`config.mk`:
```
export PLATFORM = sky130hd
export DESIGN_NAME = lcd_frame_receiver
export DESIGN_NICKNAME = d
export VERILOG_FILES = /design/src/rtl/lcd_frame_receiver.sv
export SDC_FILE = /design/constraint.sdc
export NUM_CORES = 1
export LEC_CHECK = 0
export BUFFER_PORTS_ARGS = -buffer_cell sky130_fd_sc_hd__buf_2
export CAP_MARGIN = 20
export CORE_MARGIN = 5
export CORE_UTILIZATION = 55
export DETAILED_ROUTE_END_ITERATION = 10
export PLACE_DENSITY_LB_ADDON = 0.15
export SLEW_MARGIN = 20
export SYNTH_ARGS = -nofsm -noshare
export SYNTH_HDL_FRONTEND = slang
export SYNTH_SLANG_ARGS = --single-unit
```
`constraint.sdc`:
```
create_clock -name clk_12mhz -period 3.81 [get_ports clk_12mhz]
set_input_delay 0.381 -clock clk_12mhz [delete_from_list [all_inputs] [get_ports clk_12mhz]]
set_output_delay 0.381 -clock clk_12mhz [all_outputs]
set_load 0.01 [all_outputs]
```
`src/rtl/lcd_frame_receiver.sv`:
```
// Panel-side receiver for the parallel RGB LCD stream: decodes sync/den/colour into
// addressed pixels plus frame/line events, and checks line and frame geometry.
module lcd_frame_receiver #(
   parameter int unsigned HOR_PIX = 480,
   parameter int unsigned VER_PIX = 272,
   parameter int unsigned CW      = 16
) (
   input  logic          clk_12mhz,
   input  logic          reset_n,
   input  logic          pix_en,
   input  logic          hsync,
   input  logic          vsync,
   input  logic          den,
   input  logic [7:0]    red,
   input  logic [7:0]    green,
   input  logic [7:0]    blue,
   output logic          pix_valid,
   output logic [23:0]   pix_rgb,
   output logic [CW-1:0] pix_x,
   output logic [CW-1:0] pix_y,
   output logic          frame_start,
   output logic          frame_done,
   output logic          line_err,
   output logic          frame_err,
   output logic [CW-1:0] frame_count
);

   localparam logic [CW-1:0] HOR_LIM = CW'(HOR_PIX);
   localparam logic [CW-1:0] VER_LIM = CW'(VER_PIX);

   typedef enum logic [1:0] {
      UNSYNC,
      BLANK,
      ACTIVE
   } state_t;

   state_t        state, state_d;
   logic [CW-1:0] x, x_d;
   logic [CW-1:0] y, y_d;
   logic          bad, bad_d;
   logic          lseen, lseen_d;   // extra-pixel line_err already reported this line
   logic          fseen, fseen_d;   // extra-line frame_err already reported this frame
   logic          drop, drop_d;     // current line is beyond VER_PIX
   logic          valid_d;
   logic [23:0]   rgb_d;
   logic [CW-1:0] px_d, py_d;
   logic          fstart_d, fdone_d, lerr_d, ferr_d;
   logic [CW-1:0] fcount_d;

   always_ff @(posedge clk_12mhz or negedge reset_n) begin
      if (!reset_n) begin
         state       <= UNSYNC;
         x           <= '0;
         y           <= '0;
         bad         <= 1'b0;
         lseen       <= 1'b0;
         fseen       <= 1'b0;
         drop        <= 1'b0;
         pix_valid   <= 1'b0;
         pix_rgb     <= '0;
         pix_x       <= '0;
         pix_y       <= '0;
         frame_start <= 1'b0;
         frame_done  <= 1'b0;
         line_err    <= 1'b0;
         frame_err   <= 1'b0;
         frame_count <= '0;
      end else begin
         state       <= state_d;
         x           <= x_d;
         y           <= y_d;
         bad         <= bad_d;
         lseen       <= lseen_d;
         fseen       <= fseen_d;
         drop        <= drop_d;
         pix_valid   <= valid_d;
         pix_rgb     <= rgb_d;
         pix_x       <= px_d;
         pix_y       <= py_d;
         frame_start <= fstart_d;
         frame_done  <= fdone_d;
         line_err    <= lerr_d;
         frame_err   <= ferr_d;
         frame_count <= fcount_d;
      end
   end

   always_comb begin
      state_d  = state;
      x_d      = x;
      y_d      = y;
      bad_d    = bad;
      lseen_d  = lseen;
      fseen_d  = fseen;
      drop_d   = drop;
      valid_d  = 1'b0;
      rgb_d    = pix_rgb;
      px_d     = pix_x;
      py_d     = pix_y;
      fstart_d = 1'b0;
      fdone_d  = 1'b0;
      lerr_d   = 1'b0;
      ferr_d   = 1'b0;
      fcount_d = frame_count;

      if (pix_en) begin
         // vsync is handled first so that a den in the same sample opens line 0
         if (!vsync) begin
            fstart_d = 1'b1;
            if (state != UNSYNC) begin
               if (y == VER_LIM && !bad) begin
                  fdone_d  = 1'b1;
                  fcount_d = frame_count + 1'b1;
               end else begin
                  ferr_d = 1'b1;
               end
               if (state == ACTIVE) lerr_d = 1'b1;
            end
            state_d = BLANK;
            x_d     = '0;
            y_d     = '0;
            bad_d   = 1'b0;
            lseen_d = 1'b0;
            fseen_d = 1'b0;
            drop_d  = 1'b0;
         end

         case (state_d)
            BLANK: begin
               if (den) begin
                  state_d = ACTIVE;
                  x_d     = CW'(1);
                  lseen_d = 1'b0;
                  if (y_d == VER_LIM) begin
                     drop_d = 1'b1;
                     bad_d  = 1'b1;
                     if (!fseen_d) begin
                        ferr_d  = 1'b1;
                        fseen_d = 1'b1;
                     end
                  end else begin
                     drop_d  = 1'b0;
                     valid_d = 1'b1;
                     rgb_d   = {red, green, blue};
                     px_d    = '0;
                     py_d    = y_d;
                  end
               end
            end
            ACTIVE: begin
               if (!hsync) begin
                  lerr_d = 1'b1;
                  bad_d  = 1'b1;
               end
               if (den) begin
                  if (x < HOR_LIM) begin
                     if (!drop) begin
                        valid_d = 1'b1;
                        rgb_d   = {red, green, blue};
                        px_d    = x;
                        py_d    = y;
                     end
                     x_d = x + 1'b1;
                  end else begin
                     if (!lseen) begin
                        lerr_d  = 1'b1;
                        lseen_d = 1'b1;
                        bad_d   = 1'b1;
                     end
                     if (x != '1) x_d = x + 1'b1;
                  end
               end else begin
                  // an over-long line was already reported on its first extra pixel
                  if (x != HOR_LIM && !lseen) begin
                     lerr_d = 1'b1;
                     bad_d  = 1'b1;
                  end
                  if (y != VER_LIM && y != '1) y_d = y + 1'b1;
                  state_d = BLANK;
                  drop_d  = 1'b0;
                  lseen_d = 1'b0;
               end
            end
            default: ;
         endcase
      end
   end

endmodule

```
==> run_results.csv <==
group,metric,value,unit
final_layout,final_cell_area,7015,um2
worst_setup_path,max_stage_delay,580,ps
clock_network,clk_latency,530,ps
worst_setup_path,r2r_cells,6,
clock_network,cts_resized,0,
worst_hold_path,hold_start,"red[1]",
clock_network,cts_made_buffers,17,
power,leakagePower,0.003364,uW
global_route,grt_pass1_wl,24.13,mm
synthesis,syn_area_per_cell,10.31,um2
synthesis,synth_nets,600,
timing,rsz0062_at_grt,"false",
synthesis,synth_ff_type,"dfrtp_1",
worst_setup_path,crit_path_start_kind,"flip-flop",
clock_network,tritoncts,"built",
worst_hold_path,worstHoldEndpoint,"pix_rgb[17]",
worst_setup_path,worstSetupEndpointType,"flip-flop",
route,num_vias,4908,
synthesis,ys_seq_area_frac,0.4956,
route,via_per_inst,6.074,
worst_setup_path,crit_required,4210,ps
die,rows,37,
timing,timing.hold.ws,67.39,ps
synthesis,yosysTopAreaCellShare,0.4956,
clock_network,clockBufferDepth,2,
synthesis,yosysTopAreaCell,"dfrtp_1",
route,totalWireLength,14.17,mm
timing,fin_crit,2798,ps
placement,place_area,6405,um2
global_route,grtUsageTotal,0.2351,
die,core_area,10320,um2
placement,hpwl,9.730,mm
timing,fmax,0.3574,GHz
global_route,grt_pass1_vias,4700,
final_layout,layout_common_cells,"dfrtp_1 (115), buf_2 (105), nand2_1 (47)",
die,die_h,112.8,um
clock_network,post-cts-setup-buffers,0,
synthesis,syn_inst,563,
final_layout,antenna_cells,0,
worst_hold_path,hold_depth,2,
power,irDropWorstVdd,0.0003324,V
clock_network,cts_root_buf,"clkbuf_8",
die,pin_count,107,
final_layout,final_common_cell,"dfrtp_1",
run,cap_violations,0,
worst_setup_path,rrSetupSlack,1010,ps
route,drtIter0Drc,602,
timing,worst_slew_pin_slew,874.9,ps
die,die_w,112.8,um
final_layout,fin_util,0.6796,
synthesis,yosysWarnings,0,
clock_network,cts_sinks,115,
timing,maxSlewViolCount,0,
clock_network,htreeDepth,4,
timing,period_share,0.7344,
worst_setup_path,cp_top_family,"simple AND/OR/NAND/NOR gates",
final_layout,syn_to_final_growth,20.81,%
worst_setup_path,rr_endpoint,"pix_rgb[10]",
synthesis,synth_seq_cells,115,
timing,setup_viol,0,
global_route,grt_max_degree,68,
route,drc,0,
global_route,antenna_found_initial,0,
global_route,gr-total-overflow,0,
worst_hold_path,hold_path_class,"primary input to flip-flop",
power,p_per_area,506.6,nW/um2
worst_setup_path,path_buf_inv,1,
worst_setup_path,cp_max_fo,40,
placement,place_congestion,0.9717,
outcome,outcome,"completed",
worst_setup_path,worst_ep_arrival_time,3200,ps
worst_setup_path,rr_startpoint,"x[11]",
route,wl_per_cell,17.54,um
worst_setup_path,critical_path_class,"flip-flop to flip-flop",
clock_network,clkTransAtPathRegs,50,ps
worst_setup_path,path_cells,"or4_1 > nor4_2 > nand4b_1 > a211oi_4 > buf_12 > mux2_1",
synthesis,yosys.cell_types.count,67,
worst_setup_path,critPathSlowestCell,"or4_1",
synthesis,synth-edff-count,0,
clock_network,hold_buffers,1,
timing,slew-limit-headroom,0.4168,
route,first_pass_iters,5,
final_layout,drive_gt1_frac,0.2396,
final_layout,fillers,806,
timing,fin_worst_skew,6.837,ps
timing,fin_tns_setup,0,ps
placement,port_buffers,106,
route,ant_nets,0,
synthesis,netlist_area,5807,um2
die,initial_core_util,0.5625,
die,dieArea,12710,um2
final_layout,fin_nets,696,
synthesis,ys_top_cells_by_area,"dfrtp_1 (50%), mux2_1 (5.6%), nand2_1 (3.0%), mux2i_1 (2.4%), a22o_1 (2.3%)",
timing,hold_viol,0,
power,power,3554,uW
synthesis,ys_async_sr_fraction,1.000,
==> where the power goes <==
part           leakage, uW  switching [uW]  internal [uW]
registers          0.00154            83.6           1360
logic              0.00154             310            227
clock network     0.000284             534           1040
==> Yosys cell counts, drive strengths merged, types with 4 or more instances <==
library cell and instances:
a41oi 4, ha 7, nand4 17, and4 4, mux2 32, nor2 32, xnor2 9, a21o 5
o2bb2ai 4, clkbuf 25, o211ai 5, nor3 10, a31oi 9, inv 29, and3 9, xor2 8
nand2 47, nor2b 5, o21ai 22, a21oi 15, buf 10, mux2i 14, a22o 15, and2 13
nand2b 4, or4 6, o31ai 5, dfrtp 115, or2 4, nor4 13, nand3 23, a211o 4
==> registers in the layout, indices dropped and copies added (netlist names), 2 cells and up <==
| signal | flops |
|---|---|
| frame_count | 16 |
| pix_rgb | 24 |
| pix_x | 16 |
| pix_y | 16 |
| state | 2 |
| x | 16 |
| y | 16 |
==> metrics by stage <==
step	std cells	setup slack [ps]
6_report	808	1012
5_1_grt	808	857.3
4_1_cts	808	948.9
3_5_place_dp	775	969.9
3_3_place_gp	775	1077
2_1_floorplan	563	1441
==> cells by family (layout without fill, tap and decap cells) <==
group	count (synthesis)	count (layout)	share of synthesized area
DFF	115	115	0.4956
xor gates and xnor gates	17	17	0.02564
and+or+nand+nor	202	202	0.1926
AOI/OAI and AO/OA	112	112	0.1381
muxes	46	46	0.08619
adders and majority gates	7	7	0.01508
buffers and inverters	64	173	0.04676
==> worst max path at each step <==
stage                     cells past startpoint  start  slack, ps          end
after floorplan                               7   x[9]       1440   pix_rgb[4]
after global placement                        6   y[1]       1080         y[2]
after detailed placement                      6   y[1]        970         y[2]
after CTS                                     6   y[1]        950         y[2]
after global routing                          6  x[11]        860  pix_rgb[18]
final                                         6  x[11]       1010  pix_rgb[10]
==> metal layers <==
layer  wire length (um)  vias up  share of wire  global-route usage
met4                229        0          0.016             0.08974
met2               6242      264           0.44              0.3321
li1                   -     2256              -                   -
met5                  0        -              0                   0
met3               1336       25          0.094             0.06471
met1               6362     2363           0.45              0.3456
==> area by class of cell <==
type	count	area (um2)	share of cell area
multi-input combinational	384	2671	0.3808
clock inverter	9	127.6	0.01819
tap	136	170.2	0.02426
clock buffer	23	466.7	0.06652
timing repair buffer	112	593.1	0.08454
inverter	29	108.9	0.01552
sequential	115	2878	0.4102
Note: power is estimated with default switching activity, not from simulation.
